**config.mk**
```make
export PLATFORM = sky130hd
export DESIGN_NAME = sys_bus
export DESIGN_NICKNAME = d
export VERILOG_FILES = /design/src/rtl/sys_bus_pkg.sv /design/src/rtl/sys_bus_onehot_dec.sv /design/src/rtl/sys_bus.sv
export SDC_FILE = /design/constraint.sdc
export NUM_CORES = 1
export LEC_CHECK = 0
export BUFFER_PORTS_ARGS = -buffer_cell sky130_fd_sc_hd__buf_4
export CELL_PAD_IN_SITES_DETAIL_PLACEMENT = 0
export CELL_PAD_IN_SITES_GLOBAL_PLACEMENT = 2
export CORE_MARGIN = 5
export CORE_UTILIZATION = 22
export CTS_CLUSTER_SIZE = 25
export DETAILED_ROUTE_END_ITERATION = 8
export PLACE_DENSITY_LB_ADDON = 0.1
export SKIP_CTS_REPAIR_TIMING = 1
export SLEW_MARGIN = 20
export SYNTH_ARGS = -nofsm -noshare
export SYNTH_HDL_FRONTEND = slang
export SYNTH_SLANG_ARGS = --single-unit
```
**constraint.sdc**
```tcl
create_clock -name clk -period 2.53 [get_ports clk]
set_input_delay 0.506 -clock clk [delete_from_list [all_inputs] [get_ports clk]]
set_output_delay 0.506 -clock clk [all_outputs]
set_load 0.03 [all_outputs]
```
**src/rtl/sys_bus_pkg.sv**
```systemverilog
// Shared types and constants for the processor bus: FSM states, legacy source
// indices and default geometry.
package sys_bus_pkg;

    typedef enum logic {
        IDLE     = 1'b0,
        MEM_WAIT = 1'b1
    } state_e;

    localparam int SRC_R    = 0;
    localparam int SRC_AR   = 1;
    localparam int SRC_DR   = 2;
    localparam int SRC_AC   = 3;
    localparam int SRC_PC   = 4;
    localparam int SRC_IR   = 5;
    localparam int SRC_DRAM = 6;
    localparam int SRC_IRAM = 7;

    localparam int DEF_DATA_W  = 16;
    localparam int DEF_N_REG   = 6;
    localparam int DEF_N_MEM   = 2;
    localparam int DEF_MEM_LAT = 2;

    // Index width for n alternatives, never narrower than one bit.
    function automatic int idx_w(input int n);
        return (n > 1) ? $clog2(n) : 1;
    endfunction

endpackage

```
**src/rtl/sys_bus_onehot_dec.sv**
```systemverilog
// One-hot to binary decoder with zero / multi-hot flags; purely combinational
// and shared with the control unit's microcode checks.
module onehot_dec
    import sys_bus_pkg::*;
#(
    parameter int W     = DEF_N_REG + DEF_N_MEM,
    parameter int IDX_W = idx_w(W)
) (
    input  logic [W-1:0]     src_sel,
    output logic [IDX_W-1:0] index,
    output logic             is_zero,
    output logic             is_multi
);

    // index is only meaningful when exactly one bit is set.
    always_comb begin
        index = '0;
        for (int i = 0; i < W; i++) begin
            if (src_sel[i]) index = index | IDX_W'(i);
        end
    end

    assign is_zero  = (src_sel == '0);
    assign is_multi = |(src_sel & (src_sel - W'(1)));

endmodule

```
**src/rtl/sys_bus.sv**
```systemverilog
// Registered shared bus: one-cycle register reads, fixed-latency memory reads,
// rejection of malformed or overlapping requests.
module sys_bus
    import sys_bus_pkg::*;
#(
    parameter int DATA_W  = DEF_DATA_W,
    parameter int N_REG   = DEF_N_REG,
    parameter int N_MEM   = DEF_N_MEM,
    parameter int MEM_LAT = DEF_MEM_LAT
) (
    input  logic                      clk,
    input  logic                      rst_n,
    input  logic                      sel_valid,
    input  logic [N_REG+N_MEM-1:0]    src_sel,
    input  logic [N_REG*DATA_W-1:0]   reg_data,
    input  logic [N_MEM*DATA_W-1:0]   mem_data,
    input  logic [DATA_W-1:0]         ar_in,
    output logic [N_MEM-1:0]          mem_rd_req,
    output logic [DATA_W-1:0]         addr,
    output logic [DATA_W-1:0]         bus_data,
    output logic                      bus_valid,
    output logic                      busy,
    output logic                      sel_err
);

    localparam int SEL_W  = N_REG + N_MEM;
    localparam int IDX_W  = idx_w(SEL_W);
    localparam int MIDX_W = idx_w(N_MEM);
    localparam int CNT_W  = $clog2(MEM_LAT) + 1;

    state_e              state_q, state_d;
    logic [CNT_W-1:0]    cnt_q, cnt_d;
    logic [MIDX_W-1:0]   mem_idx_q, mem_idx_d;
    logic [DATA_W-1:0]   bus_data_q, bus_data_d;
    logic [DATA_W-1:0]   addr_q, addr_d;
    logic [N_MEM-1:0]    mem_rd_req_q, mem_rd_req_d;
    logic                bus_valid_q, bus_valid_d;
    logic                busy_q, busy_d;
    logic                sel_err_q, sel_err_d;

    logic [IDX_W-1:0]    sel_idx;
    logic                sel_zero, sel_multi;
    logic [DATA_W-1:0]   reg_word, mem_word;

    onehot_dec #(.W(SEL_W), .IDX_W(IDX_W)) u_dec (
        .src_sel  (src_sel),
        .index    (sel_idx),
        .is_zero  (sel_zero),
        .is_multi (sel_multi)
    );

    // Source muxes; the memory side uses the index captured at acceptance.
    always_comb begin
        reg_word = '0;
        for (int i = 0; i < N_REG; i++) begin
            if (sel_idx == IDX_W'(i)) reg_word = reg_data[i*DATA_W +: DATA_W];
        end
        mem_word = '0;
        for (int j = 0; j < N_MEM; j++) begin
            if (mem_idx_q == MIDX_W'(j)) mem_word = mem_data[j*DATA_W +: DATA_W];
        end
    end

    always_comb begin
        // NOTE: every target gets a default first so no path can infer a latch.
        state_d      = state_q;
        cnt_d        = cnt_q;
        mem_idx_d    = mem_idx_q;
        bus_data_d   = bus_data_q;
        addr_d       = addr_q;
        mem_rd_req_d = '0;
        bus_valid_d  = 1'b0;
        sel_err_d    = 1'b0;

        case (state_q)
            IDLE: begin
                if (sel_valid) begin
                    if (sel_zero) begin
                        bus_data_d  = '0;
                        bus_valid_d = 1'b1;
                    end else if (sel_multi) begin
                        sel_err_d = 1'b1;
                    end else if (sel_idx < IDX_W'(N_REG)) begin
                        bus_data_d  = reg_word;
                        bus_valid_d = 1'b1;
                    end else begin
                        addr_d  = ar_in;
                        cnt_d   = CNT_W'(MEM_LAT - 1);
                        state_d = MEM_WAIT;
                        for (int j = 0; j < N_MEM; j++) begin
                            if (sel_idx == IDX_W'(N_REG + j)) begin
                                mem_rd_req_d[j] = 1'b1;
                                mem_idx_d       = MIDX_W'(j);
                            end
                        end
                    end
                end
            end
            MEM_WAIT: begin
                // Requests arriving mid-read are dropped, never queued.
                sel_err_d = sel_valid;
                if (cnt_q == '0) begin
                    bus_data_d  = mem_word;
                    bus_valid_d = 1'b1;
                    state_d     = IDLE;
                end else begin
                    cnt_d = cnt_q - CNT_W'(1);
                end
            end
        endcase

        busy_d = (state_d == MEM_WAIT);
    end

    // NOTE: sequential state uses non-blocking assignments only.
    always_ff @(posedge clk or negedge rst_n) begin
        if (!rst_n) begin
            state_q      <= IDLE;
            cnt_q        <= '0;
            mem_idx_q    <= '0;
            bus_data_q   <= '0;
            addr_q       <= '0;
            mem_rd_req_q <= '0;
            bus_valid_q  <= 1'b0;
            busy_q       <= 1'b0;
            sel_err_q    <= 1'b0;
        end else begin
            state_q      <= state_d;
            cnt_q        <= cnt_d;
            mem_idx_q    <= mem_idx_d;
            bus_data_q   <= bus_data_d;
            addr_q       <= addr_d;
            mem_rd_req_q <= mem_rd_req_d;
            bus_valid_q  <= bus_valid_d;
            busy_q       <= busy_d;
            sel_err_q    <= sel_err_d;
        end
    end

    assign mem_rd_req = mem_rd_req_q;
    assign addr       = addr_q;
    assign bus_data   = bus_data_q;
    assign bus_valid  = bus_valid_q;
    assign busy       = busy_q;
    assign sel_err    = sel_err_q;

endmodule

```
-- Word-level counts from Yosys, hierarchy flattened
Cells that the tools add are included.
- $add $sub $neg: 2
- order comparisons: 1
- eq/ne operators: 15
- mux-type cells: 51
- bitwise operators: 5
- reduce and logical (&&, ||, !) cells: 9
- operators by type and width (cell ; number):
    $mux W16 ; 12
    $pmux W16 S2 ; 1
    $mux W2 ; 12
    $mux W1 ; 18
    $eq A3 B3 Y1 const B ; 4
    $mux W3 ; 4
    $ne A2 B2 Y1 const B ; 5
    $reduce_and A5 Y1 ; 2
    $and A8 B8 Y8 ; 1
    $logic_not A8 Y1 ; 1
    $reduce_or A8 Y1 ; 1
    $sub A8 B1 Y8 const B ; 1
    $eq A3 B2 Y1 const B ; 2
    $ne A3 B3 Y1 const B ; 2
    $pmux W1 S2 ; 3
    $reduce_and A6 Y1 ; 1
    $not A1 Y1 ; 4
    $pmux W2 S2 ; 1
    $reduce_and A4 Y1 ; 1
    $eq A3 B1 Y1 const B ; 1
    $logic_not A3 Y1 ; 1
    $lt A3 B3 Y1 const B ; 1
    $logic_not A2 Y1 ; 1
    $ne A2 B1 Y1 const B ; 1
    2 further kinds ; 2
- register bits after elaboration: 40
- input bits: 155

-- Logic depth before layout (Yosys ltp)
Gate-level depths: netlist (run 1).
- depth in word-level cells: 19
- mapped depth: 8

-- By module
A second synthesis (run 1) with hierarchy kept.
- cells, all modules: 260
- area, all modules: 2612.5 sq um
- modules (own cells, without submodules) (module ; times used ; cells an instance ; area each (sq um) ; seq. area each (sq um)):
    sys_bus ; 1 ; 248 ; 2514.9 ; 1001.0
    onehot_dec ; 1 ; 12 ; 97.6 ; 0.0

-- Least setup slack after synthesis (run 1)
No wires, ideal clock.
- kind: input port to flip-flop
- start: in src_sel[2]
- end: reg bus_data_q[0], in the netlist bus_data[0]
- arrival: 2.205 ns
- data required time: 2.405 ns
- slack: 0.200 ns
- stages on the path: 8
- cells stage by stage: buf_2 nor4_4 o2111ai_1 a21oi_1 a32o_1 buf_2 buf_4 mux2_2
- longest elaborated chain between the ends: 18
- elaborated cells between the ends (all ways): 31
- classes of those cells: add/sub: 1; order compare: 1; eq/ne: 7; mux: 17; bitwise: 1; reduce/logical: 4
- RTL lines (item ; RTL line ; source):
    start: declaration ; sys_bus.sv:14 ; input logic [N_REG+N_MEM-1:0] src_sel,
    $mux W2 (2 in a row) ; sys_bus_onehot_dec.sv:19 ; if (src_sel[i]) index = index | IDX_W'(i);
    $mux W3 (4 in a row) ; sys_bus_onehot_dec.sv:19 ;
    $logic_not A3 Y1 ; sys_bus.sv:56 ; if (sel_idx == IDX_W'(i)) reg_word = reg_data[i*DATA_W +: DATA_W];
    $mux W16 (6 in a row) ; sys_bus.sv:56 ;
    $mux W16 ; sys_bus.sv:83 ; end else if (sel_idx < IDX_W'(N_REG)) begin
    $mux W16 ; sys_bus.sv:81 ; end else if (sel_multi) begin
    $mux W16 ; sys_bus.sv:78 ; if (sel_zero) begin
    $mux W16 ; sys_bus.sv:77 ; if (sel_valid) begin
    $pmux W16 S2 ; sys_bus.sv:75 ; case (state_q)
    end signal: assignment ; sys_bus.sv:131 ; bus_data_q <= bus_data_d;
    end: declaration ; sys_bus.sv:34 ; logic [DATA_W-1:0] bus_data_q, bus_data_d;
Several ways; a longest one is shown, not always the timed one. The select of a mux whose other input is x is not followed.
A chain may end at the register's enable or synchronous reset.

-- Worst setup path after layout (run 1)
- start: in src_sel[1]
- end: reg bus_data_q[14], in the netlist bus_data[14]
- longest elaborated chain between the ends: 19
- elaborated cells between the ends (all ways): 32
- classes of those cells: add/sub: 1; order compare: 1; eq/ne: 7; mux: 18; bitwise: 1; reduce/logical: 4
- RTL lines (item ; RTL line):
    $mux W1 ; sys_bus_onehot_dec.sv:19
    $mux W2 (2 in a row) ; sys_bus_onehot_dec.sv:19
    $mux W3 (4 in a row) ; sys_bus_onehot_dec.sv:19
    $logic_not A3 Y1 ; sys_bus.sv:56
    $mux W16 (6 in a row) ; sys_bus.sv:56
    $mux W16 ; sys_bus.sv:83
    $mux W16 ; sys_bus.sv:81
    $mux W16 ; sys_bus.sv:78
    $mux W16 ; sys_bus.sv:77
    $pmux W16 S2 ; sys_bus.sv:75
Several ways; a longest one is shown, not always the timed one. The select of a mux whose other input is x is not followed.

==> results of run 1 <==
state kept, by name, summed over array words and instances, names as in the netlist:
signal and cells:
mem_rd_req 2, busy 1, cnt_q 2, mem_idx_q 1, bus_data 16, bus_valid 1, addr 16, sel_err 1
cells in the mapped netlist (all sizes together) (4+ instances only):
| master | count | area share, % |
|---|---|---|
| a2111oi | 13 | 4.3 |
| a21oi | 7 | 1.3 |
| buf | 11 | 2.5 |
| clkbuf | 16 | 2.2 |
| dfrtp | 40 | 36 |
| inv | 4 | 0.54 |
| mux2 | 48 | 20 |
| nand2 | 22 | 3.0 |
| nor2 | 7 | 0.95 |
| nor2b | 13 | 2.9 |
| nor3 | 7 | 1.4 |
| nor4 | 6 | 2.1 |
| o211ai | 13 | 3.5 |
| o21ai | 10 | 1.8 |
| o221ai | 25 | 7.9 |
kinds of logic after synthesis:
group                    count (synthesis)  synth area share, %
AO/OA/AOI/OAI                           82                 23.1
flip-flops                              40                 36.2
buffers and inverters                   31                 5.24
AND/OR/NAND/NOR                         74                 15.1
multiplexers                            49                 19.9
adder cells (fa/ha/maj)                  1                0.452
stage by stage:
stage	hold WS [ps]	cell area (sq um)	setup TNS (ps)
2_1_floorplan	210	2770	0
5_1_grt	250	4690	0
3_5_place_dp	494	4540	0
3_3_place_gp	489	4540	-28.4
4_1_cts	228	4690	0
6_report	199	4690	0
worst min-delay path by stage:
stage,startpoint,end,depth (start not counted)
2_1_floorplan,rst_n,addr[0]$_DFFE_PN0P_,0
3_3_place_gp,addr[6]$_DFFE_PN0P_,addr[6]$_DFFE_PN0P_,1
3_5_place_dp,addr[8]$_DFFE_PN0P_,addr[8]$_DFFE_PN0P_,1
4_1_cts,rst_n,addr[2]$_DFFE_PN0P_,1
5_1_grt,rst_n,addr[2]$_DFFE_PN0P_,1
6_report,rst_n,addr[2]$_DFFE_PN0P_,1
cell usage in the layout (no fill, tap or decap), drive strengths merged, types with 10 or more instances in the layout:
cell and count:
nor2b 13, buf 221, o221ai 25, nand2 22, dfrtp 40, mux2 48
a2111oi 13, o21ai 10, o211ai 13
worst register-to-register path, stage by stage (launching register included):
cell	delay (ps)
dfrtp_1	400
inv_1	70
o2111ai_1	90
a21oi_1	160
buf_4	160
a32o_1	230
buf_12	170
mux2_2	350
layout make-up:
class / count / area share [%]
timing repair buffer: 221 / 35.9
multi-input combinational: 206 / 34.7
sequential: 40 / 21.3
tap: 172 / 4.59
clock buffer: 7 / 3.04
inverter: 4 / 0.320
clock inverter: 1 / 0.160
report_power, final:
| part | total [mW] | switching (mW) | internal (mW) |
|---|---|---|---|
| Sequential | 0.782 | 0.0502 | 0.732 |
| Combinational | 0.777 | 0.386 | 0.391 |
| Clock | 0.641 | 0.249 | 0.393 |
| Total | 2.20 | 0.685 | 1.52 |
per-layer routing:
metal,vias to the layer above,share of wire (%)
li1,1487,-
met1,1449,42
met2,134,48
met3,7,9.8
met4,0,0.89
met5,-,0
==> results.md, run 1 <==
* F_max at between 0.4 and 0.5 GHz
* Critical path endpoint category: flip-flop
* Leakage at ~2.2 nW
* Total congestion overflow at 0
* Maximum single-stage delay on the critical path at between 700 and 800 ps
* CTS sink cnt at 40
* Syn nets at 433
* Most used flip-flop cell after synthesis: dfrtp_1
* Count of yosys warnings during synthesis at 0
* First DRT Iteration DRCs at around 120
* Clk_lat worst skew at 280 ps
* Die Span X at between 100 and 150 microns
* Area occupied by multi-input gates at between 1500 and 2000 sq um
* Routed via count at between 3000 and 4000
* Async set-or-reset flop fraction in the synthesized netlist at 100%
* Pre-CTS setup slack at around 3.2 ps
* Via count of the first global-routing pass at between 3000 and 4000
* Placeable Area at 12500 sq um
* Hold WC Path Type: in -> async
* TritonCTS Buffers at 5
* Syn Std Cell Area at about 2800 sq um
* Number of max-cap violations at 0
* Capturing element of the worst setup path: bus_data[14]$_DFFE_PN0P_
* Sequential fraction of the synthesis area at 36.2%
* Final number of setup-violating endpoints at 0
* Reg2reg start: busy$_DFF_PN0_
* Die Area at 14900 sq um
* Final Hold Violating Endpoints at 0
* Met2 routing resource usage after global routing at around 27%
* Library cell appearing most often on the critical path: buf_4
* Crit-path max FO at 20
* Synthesized instance count at 277
* Maximum number of pins on one net before global-route repair at between 40 and 50
* Drt drc at 0
* Sequence of cells on the critical path: buf_4 > buf_4 > nor2b_1 > a2111oi_0 > buf_4 > o211ai_1 > mux2_2
* Portion of the clock cycle consumed by the worst path in the final layout at about nine tenths
* Count of buffers from port buffering at 191
* Critical path arrival at approximately 2400 ps
* GRT Total Usage at between 10% and 20%
* Count of antenna-violating nets left after detailed routing at 0
* Setup Crit Path Kind: in -> reg
* Final slew viol count at 0
* Ratio of cells with drive above 1 in the final layout at between 60% and 70%
* Global-route track usage on met3 at between 5 and 6%
* Worst-Margin Slew at roughly 870 ps
* Antenna violations before repair at 0
* Initial Utilization at between 20 and 25%
* Half-perimeter wire length of the detailed placement result at approximately 9900 microns
* Clock tree from TritonCTS: yes
* Buffer levels on the longest clock path at 2
* Count of antenna diodes in the layout at 0
* Layout overhead on the synthesized area at 69.5%
* Utilization after layout at between 30% and 40%
* Final setup skew at between 4 and 5 ps
* Buffer type at the clock tree root: clkbuf_16
* Post-route minimum period at roughly 2200 ps
* Worst reg-to-reg setup slack at roughly 790 ps
* Unrepaired setup endpoints after global routing: no
* Number of cells traversed by the worst register-to-register path at 7
* Row count at 41
* Slew margin rel. at about two fifths
* Final net count at between 600 and 700
* Clk slew on worst S/H paths at around 60 ps
* Number of flops mapped to enable cells by yosys at 0
* Routed wire length at roughly 12000 microns
* Clock H-tree levels at 2
* Met1 track demand over resource in global routing at 19.5%
* CP Data Required Time at 2700 ps
* Critical path origin: src_sel[1]
* Synthesized area divided by synthesized cell count at 10.0 sq um
* Filler instances at between 1000 and 1500
* DP Cell Count at approximately 640
* Number of primary I/O pins at 192
* Synthesis-stage register bit count at 40
* First drt pass iteration count at 4
* Routed wire length per instance at ~19 microns
* CP Buf/Inv Count at 3
* Startpoint kind of the worst setup timing path: input port
* Number of cells in the finished layout apart from fillers at 651
* Top cell family by delay on the critical path: compound AO/OA/AOI/OAI gates
* Worst flop-to-flop path endpoint: bus_data[2]$_DFFE_PN0P_
* Total power divided by cell area at 469 nW/um^2
* Slowest library cell on the worst path: a2111oi_0
* Library cells used by synthesis at 42
* Placer's final routability congestion estimate at between 0.7 and 0.8
* Reg area at ~1000 sq um
* Avg Vias per Cell at around 4.7
* Outcome: complete, no violations
* Wire length of the first global-routing pass at 18100 microns
* Design Power at 2.20 mW
* Setup ws final at a little under 300 ps
* Die Span Y at ~120 microns
* Crit. path cell count at 7
* Most heavily used metal layer in global routing: met2
* VDD IR max at 0.272 mV
No activity file was read; power rests on OpenSTA's default activity.
==> run 2: changes to the inputs <==
--- a/config.mk
+++ b/config.mk
@@ -6,10 +6,10 @@
 export NUM_CORES = 1
 export LEC_CHECK = 0
 export BUFFER_PORTS_ARGS = -buffer_cell sky130_fd_sc_hd__buf_4
-export CELL_PAD_IN_SITES_DETAIL_PLACEMENT = 0
+export CELL_PAD_IN_SITES_DETAIL_PLACEMENT = 2
 export CELL_PAD_IN_SITES_GLOBAL_PLACEMENT = 2
 export CORE_MARGIN = 5
-export CORE_UTILIZATION = 22
+export CORE_UTILIZATION = 24
 export CTS_CLUSTER_SIZE = 25
 export DETAILED_ROUTE_END_ITERATION = 8
 export PLACE_DENSITY_LB_ADDON = 0.1
==> constraint.sdc (replaced) <==
create_clock -name clk -period 2.7 [get_ports clk]
set_input_delay 0.54 -clock clk [delete_from_list [all_inputs] [get_ports clk]]
set_output_delay 0.54 -clock clk [all_outputs]
set_load 0.03 [all_outputs]
==> run 2 against run 1 <==
Critical path depth stayed put. Die area decreased by 7.7%. Register-to-register slack gained 40 ps. Count of clock-buffer cells in the layout down 1. Combinational power down 5.5%. Sequential power fell by 5.2%. Final cell count shrank 6.0%. Via count increased by 0.94%. Flip-flop and latch count unchanged. Worst setup slack lost 36 ps. Non-clock buffer count decreased by 10. Critical path type unchanged. Largest cell class is now multi-input gates. Largest power group unchanged.
==> results.md, run 2 (synthesized netlist as in run 1, its figures left out) <==
* Drt drc at 0
* Routed via count at a little over 3000
* Row count at 39
* Die Area at ~14000 sq um
* Worst-Margin Slew at between 1000 and 1500 ps
* Final slew viol count at 0
* Area of all placed cells without fillers at 4570 sq um
* Most frequent standard cell in the layout excluding fill and tap cells: buf_4
* Library cell appearing most often on the critical path: buf_4
* Antenna violations before repair at 0
* Hold WC Path Type: in -> async
* Reg2reg start: busy$_DFF_PN0_
* Top library cells by usage in the layout, fill and taps aside: buf_4 (210), mux2_2 (48), dfrtp_1 (40)
* Slew margin rel. at roughly 28%
* Critical path arrival at 2610 ps
* Worst reg-to-reg setup slack at just over 800 ps
* Critical path endpoint category: flip-flop
* Post-route minimum period at about 2400 ps
* VDD IR max at slightly below 0.3 mV
* Cell area after placement at around 4400 sq um
* Final setup skew at slightly above 8 ps
* Total congestion overflow at 0
* Placer's final routability congestion estimate at 0.859
* Wire length of the first global-routing pass at approximately 21000 microns
* Final net count at roughly 620
* Layout overhead on the synthesized area at 65.2%
* F_max at 0.410 GHz
* Placeable Area at about 11000 sq um
* Unrepaired setup endpoints after global routing: no
* Half-perimeter wire length of the detailed placement result at around 11000 microns
* Maximum number of pins on one net before global-route repair at 41
* Leakage at ~2.1 nW
* Die Span Y at 117 microns
* Outcome: complete, no violations
* CTS sink cnt at 40
* Routed wire length per instance at 22.6 microns
* First DRT Iteration DRCs at between 100 and 150
* Clock tree from TritonCTS: yes
* Clk_lat worst skew at approximately 280 ps
* Number of max-cap violations at 0
* Portion of the clock cycle consumed by the worst path in the final layout at around 90%
* Worst flop-to-flop path endpoint: addr[2]$_DFFE_PN0P_
* Buffer type at the clock tree root: clkbuf_16
* Clock H-tree levels at 2
* Count of antenna-violating nets left after detailed routing at 0
* Final Hold Violating Endpoints at 0
* Final number of setup-violating endpoints at 0
* Utilization after layout at a little over 40%
* Global-route track usage on met3 at roughly 6.3%
* Met1 track demand over resource in global routing at approximately 25%
* Clk slew on worst S/H paths at approximately 60 ps
* Setup TNS at 0 ps
* Crit-path max FO at 29
* First drt pass iteration count at 4
* Buffer levels on the longest clock path at 2
* Startpoint kind of the worst setup timing path: input port
* Design Power at 2.09 mW
* Most heavily used metal layer in global routing: met2
* Number of primary I/O pins at about 190
* Count of buffers from port buffering at ~190
* Ratio of cells with drive above 1 in the final layout at about 59%
* Setup Crit Path Kind: in -> reg
* TritonCTS Buffers at 5
* Routed wire length at 13800 microns
* Count of antenna diodes in the layout at 0
* Avg Vias per Cell at between 5 and 6
* Capturing element of the worst setup path: bus_data[14]$_DFFE_PN0P_
* Met2 routing resource usage after global routing at 31.8%
* Initial Utilization at roughly a quarter
* CP Data Required Time at ~2900 ps
* Slowest library cell on the worst path: a2111oi_0
* Critical path origin: src_sel[1]
* Sequence of cells on the critical path: buf_4 > buf_4 > nor2b_1 > a2111oi_0 > buf_4 > o211ai_1 > mux2_2
* Total power divided by cell area at approximately 460 nW/um^2
* Die Span X at about 120 microns
* Via count of the first global-routing pass at approximately 3500
* Maximum single-stage delay on the critical path at slightly above 900 ps
* GRT Total Usage at between 10% and 20%
* Number of cells traversed by the worst register-to-register path at 7
## run 2: changes by cell type in the layout (fill, tap and decap cells not counted), sizes merged
cell      before  now
clkinvlp       1    2
clkbuf         7    6
buf          221  211
## run 2: critical path, delay by kind of cell
family                 cells  cell delay, ps
AOI/OAI and AO/OA          2            1000
buffers and inverters      3             710
muxes                      1             270
and+or+nand+nor            1              70
## run 2: worst min-delay path by stage
stage	slack, ps	end	cells past startpoint	startpoint
after global routing	280	addr[6]$_DFFE_PN0P_	1	rst_n
after global placement	490	addr[13]$_DFFE_PN0P_	1	addr[13]$_DFFE_PN0P_
after detailed placement	500	bus_data[1]$_DFFE_PN0P_	1	bus_data[1]$_DFFE_PN0P_
final	240	addr[2]$_DFFE_PN0P_	1	rst_n
after CTS	260	addr[6]$_DFFE_PN0P_	1	rst_n
after floorplan	240	addr[0]$_DFFE_PN0P_	0	rst_n
## run 2: final cells by class
class / count / area (sq um)
Multi-Input combinational cell: 206 / 1630
Fill cell: 1255 / 6800
Inverter: 4 / 15.0
Tap cell: 143 / 179
Sequential cell: 40 / 1000
Timing Repair Buffer: 211 / 1600
Clock buffer: 6 / 139
Clock inverter: 2 / 15.0
## run 2: layer usage
layer / up-vias / wire length (microns)
li1: 1465 / -
met1: 1520 / 6290
met2: 112 / 6440
met3: 9 / 955
met4: 0 / 148
met5: - / 0
## run 2: power by group
group	switching, mW	leakage [nW]	internal, mW
combinational	0.374	1.55	0.360
clock	0.245	0.0691	0.368
sequential	0.0550	0.516	0.686
total	0.673	2.14	1.41
## run 2: per-stage QoR
step | setup slack [ps] | std cells | hold WS [ps]
detailed placement | 95.7 | 604 | 497
floorplan | 336 | 277 | 244
CTS | 364 | 612 | 262
global route | 207 | 612 | 285
finish | 259 | 612 | 243
global placement | 118 | 604 | 489
==> run 3: changes to the inputs <==
--- a/config.mk
+++ b/config.mk
@@ -12,6 +12,7 @@
 export CORE_UTILIZATION = 24
 export CTS_CLUSTER_SIZE = 25
 export DETAILED_ROUTE_END_ITERATION = 8
+export GPL_TIMING_DRIVEN = 0
 export PLACE_DENSITY_LB_ADDON = 0.1
 export SKIP_CTS_REPAIR_TIMING = 1
 export SLEW_MARGIN = 20
==> run 3 against run 2 <==
First-iteration DRC count grew 17%. Final area down 1.2%. Worst setup slack worse by 140 ps. Routed wire length is 3.9% lower. Fmax decreased by 5.3%. Final cell count is 0.65% higher. Register-to-register slack worse by 490 ps. Flip-flop and latch count did not move. Clock power down 3.8%. Count of clock-buffer cells in the layout is 2 higher. Sequential share of layout area is 0.27 points higher. Critical endpoint is now bus_data[12]$_DFFE_PN0P_. Largest cell class unchanged. Highest routed layer unchanged.
==> results.md, run 3 (synthesized netlist as in run 1, its figures left out) <==
* Outcome: complete, no violations
* Half-perimeter wire length of the detailed placement result at ~11000 microns
* CP Data Required Time at a little under 3000 ps
* Critical path arrival at approximately 2800 ps
* Initial Utilization at 24.4%
* Total power divided by cell area at roughly 450 nW/um^2
* Die Area at ~14000 sq um
* Via count of the first global-routing pass at ~3700
* Reg2reg start: mem_idx_q$_DFFE_PN0P_
* Die Span X at 117 microns
* Hold WC Path Type: in -> async
* Worst reg-to-reg setup slack at around 340 ps
* Count of antenna diodes in the layout at 0
* Placeable Area at approximately 11000 sq um
* Drt drc at 0
* Final Hold Violating Endpoints at 0
* Total congestion overflow at 0
* Routed via count at between 3000 and 4000
* Leakage at approximately 2.1 nW
* Critical path endpoint category: flip-flop
* Antenna violations before repair at 0
* Clock H-tree levels at 2
* Final setup skew at approximately 3.5 ps
* Final slew viol count at 0
* Count of buffers from port buffering at 188
* GRT Total Usage at 18.6%
* Top library cells by usage in the layout, fill and taps aside: buf_4 (189), mux2_2 (48), dfrtp_1 (40)
* Routed wire length at roughly 13000 microns
* Post-route minimum period at 2580 ps
* F_max at 0.388 GHz
* Maximum number of pins on one net before global-route repair at 41
* Sequence of cells on the critical path: buf_2 > or4_1 > buf_2 > nor3_1 > buf_2 > o221ai_1 > o211ai_1 > mux2_2
* Row count at 39
* Ratio of cells with drive above 1 in the final layout at around 56%
* Critical path origin: src_sel[2]
* Setup ws final at around 120 ps
* Area occupied by multi-input gates at between 1500 and 2000 sq um
* Reg area at ~1000 sq um
* Wire length of the first global-routing pass at around 21000 microns
* First drt pass iteration count at 4
* Slew margin rel. at about 45%
* Clk_lat worst skew at between 200 and 300 ps
* Utilization after layout at between 30% and 40%
* Number of max-cap violations at 0
* Count of antenna-violating nets left after detailed routing at 0
* Layout overhead on the synthesized area at 63.2%
* Maximum single-stage delay on the critical path at roughly 500 ps
* Buffer levels on the longest clock path at 2
* Setup TNS at 0 ps
* Number of cells traversed by the worst register-to-register path at 6
* Number of primary I/O pins at between 150 and 200
* Worst-Margin Slew at roughly 800 ps
* Filler instances at 1241
* Final net count at between 600 and 700
* Crit-path max FO at 10
* Worst flop-to-flop path endpoint: bus_data[3]$_DFFE_PN0P_
* Routed wire length per instance at between 20 and 25 microns
* Placer's final routability congestion estimate at 0.801
* Avg Vias per Cell at 5.05
* TritonCTS Buffers at 5
* Slowest library cell on the worst path: or4_1
* Setup Crit Path Kind: in -> reg
* VDD IR max at just over 0.4 mV
* CTS sink cnt at 40
* Unrepaired setup endpoints after global routing: no
* Final number of setup-violating endpoints at 0
* Pre-CTS setup slack at -223 ps
* Library cell appearing most often on the critical path: buf_2
* Die Span Y at between 100 and 150 microns
* Clk slew on worst S/H paths at about 60 ps
* Portion of the clock cycle consumed by the worst path in the final layout at a little over nine tenths
* Most frequent standard cell in the layout excluding fill and tap cells: buf_4
* Buffer type at the clock tree root: clkbuf_16
* Clock tree from TritonCTS: yes
* First DRT Iteration DRCs at around 130
* Design Power at 2.05 mW
* Startpoint kind of the worst setup timing path: input port
## run 3: cell count changes in the layout (fill, tap and decap cells not counted)
cell | before | now
buf_4 | 210 | 189
clkbuf_1 | 0 | 18
buf_2 | 0 | 8
buf_6 | 0 | 2
clkinvlp_4 | 2 | 0
a21oi_1 | 7 | 6
a21oi_2 | 0 | 1
buf_12 | 1 | 0
nor3_1 | 5 | 6
nor3_2 | 2 | 1
nor4_2 | 1 | 0
nor4_4 | 1 | 2
## run 3: worst max-delay path, delay by kind of cell
family / cells / cell delay (ps)
AND/OR/NAND/NOR: 2 / 980
buffers and inverters: 3 / 690
AO/OA/AOI/OAI: 2 / 360
multiplexers: 1 / 210
## run 3: worst max path at each step
stage / end / cells after the start
6_report: bus_data[12]$_DFFE_PN0P_ / 8
3_5_place_dp: bus_data[12]$_DFFE_PN0P_ / 8
3_3_place_gp: bus_data[2]$_DFFE_PN0P_ / 8
4_1_cts: bus_data[12]$_DFFE_PN0P_ / 8
5_1_grt: bus_data[12]$_DFFE_PN0P_ / 8
2_1_floorplan: bus_data[0]$_DFFE_PN0P_ / 8
## run 3: report_power, final
group	internal [mW]	switching, mW
combinational	0.354	0.372
clock	0.368	0.221
sequential	0.686	0.0467
total	1.41	0.640
## run 3: cell type report
cell class	instances	area share, %
Timing Repair Buffer	188	31.2
Tap cell	143	3.96
Sequential cell	40	22.2
Clock buffer	8	3.24
Inverter	4	0.332
Multi-Input combinational cell	206	36.2
Buffer	27	2.88
## run 3: routing by layer
metal  vias up  share of wire [%]  GRT usage (%)
li1       1481                  -              -
met1      1495                 42           22.6
met2       119                 49           31.9
met3        14                7.5           5.68
met4         0                1.7           4.79
met5         -                  0              0
## run 3: stage by stage
stage	cell area, sq um	cells	hold slack, ps
5_1_grt	4520	616	279
3_5_place_dp	4360	608	500
3_3_place_gp	4360	608	489
2_1_floorplan	2770	277	244
4_1_cts	4510	616	253
6_report	4520	616	233
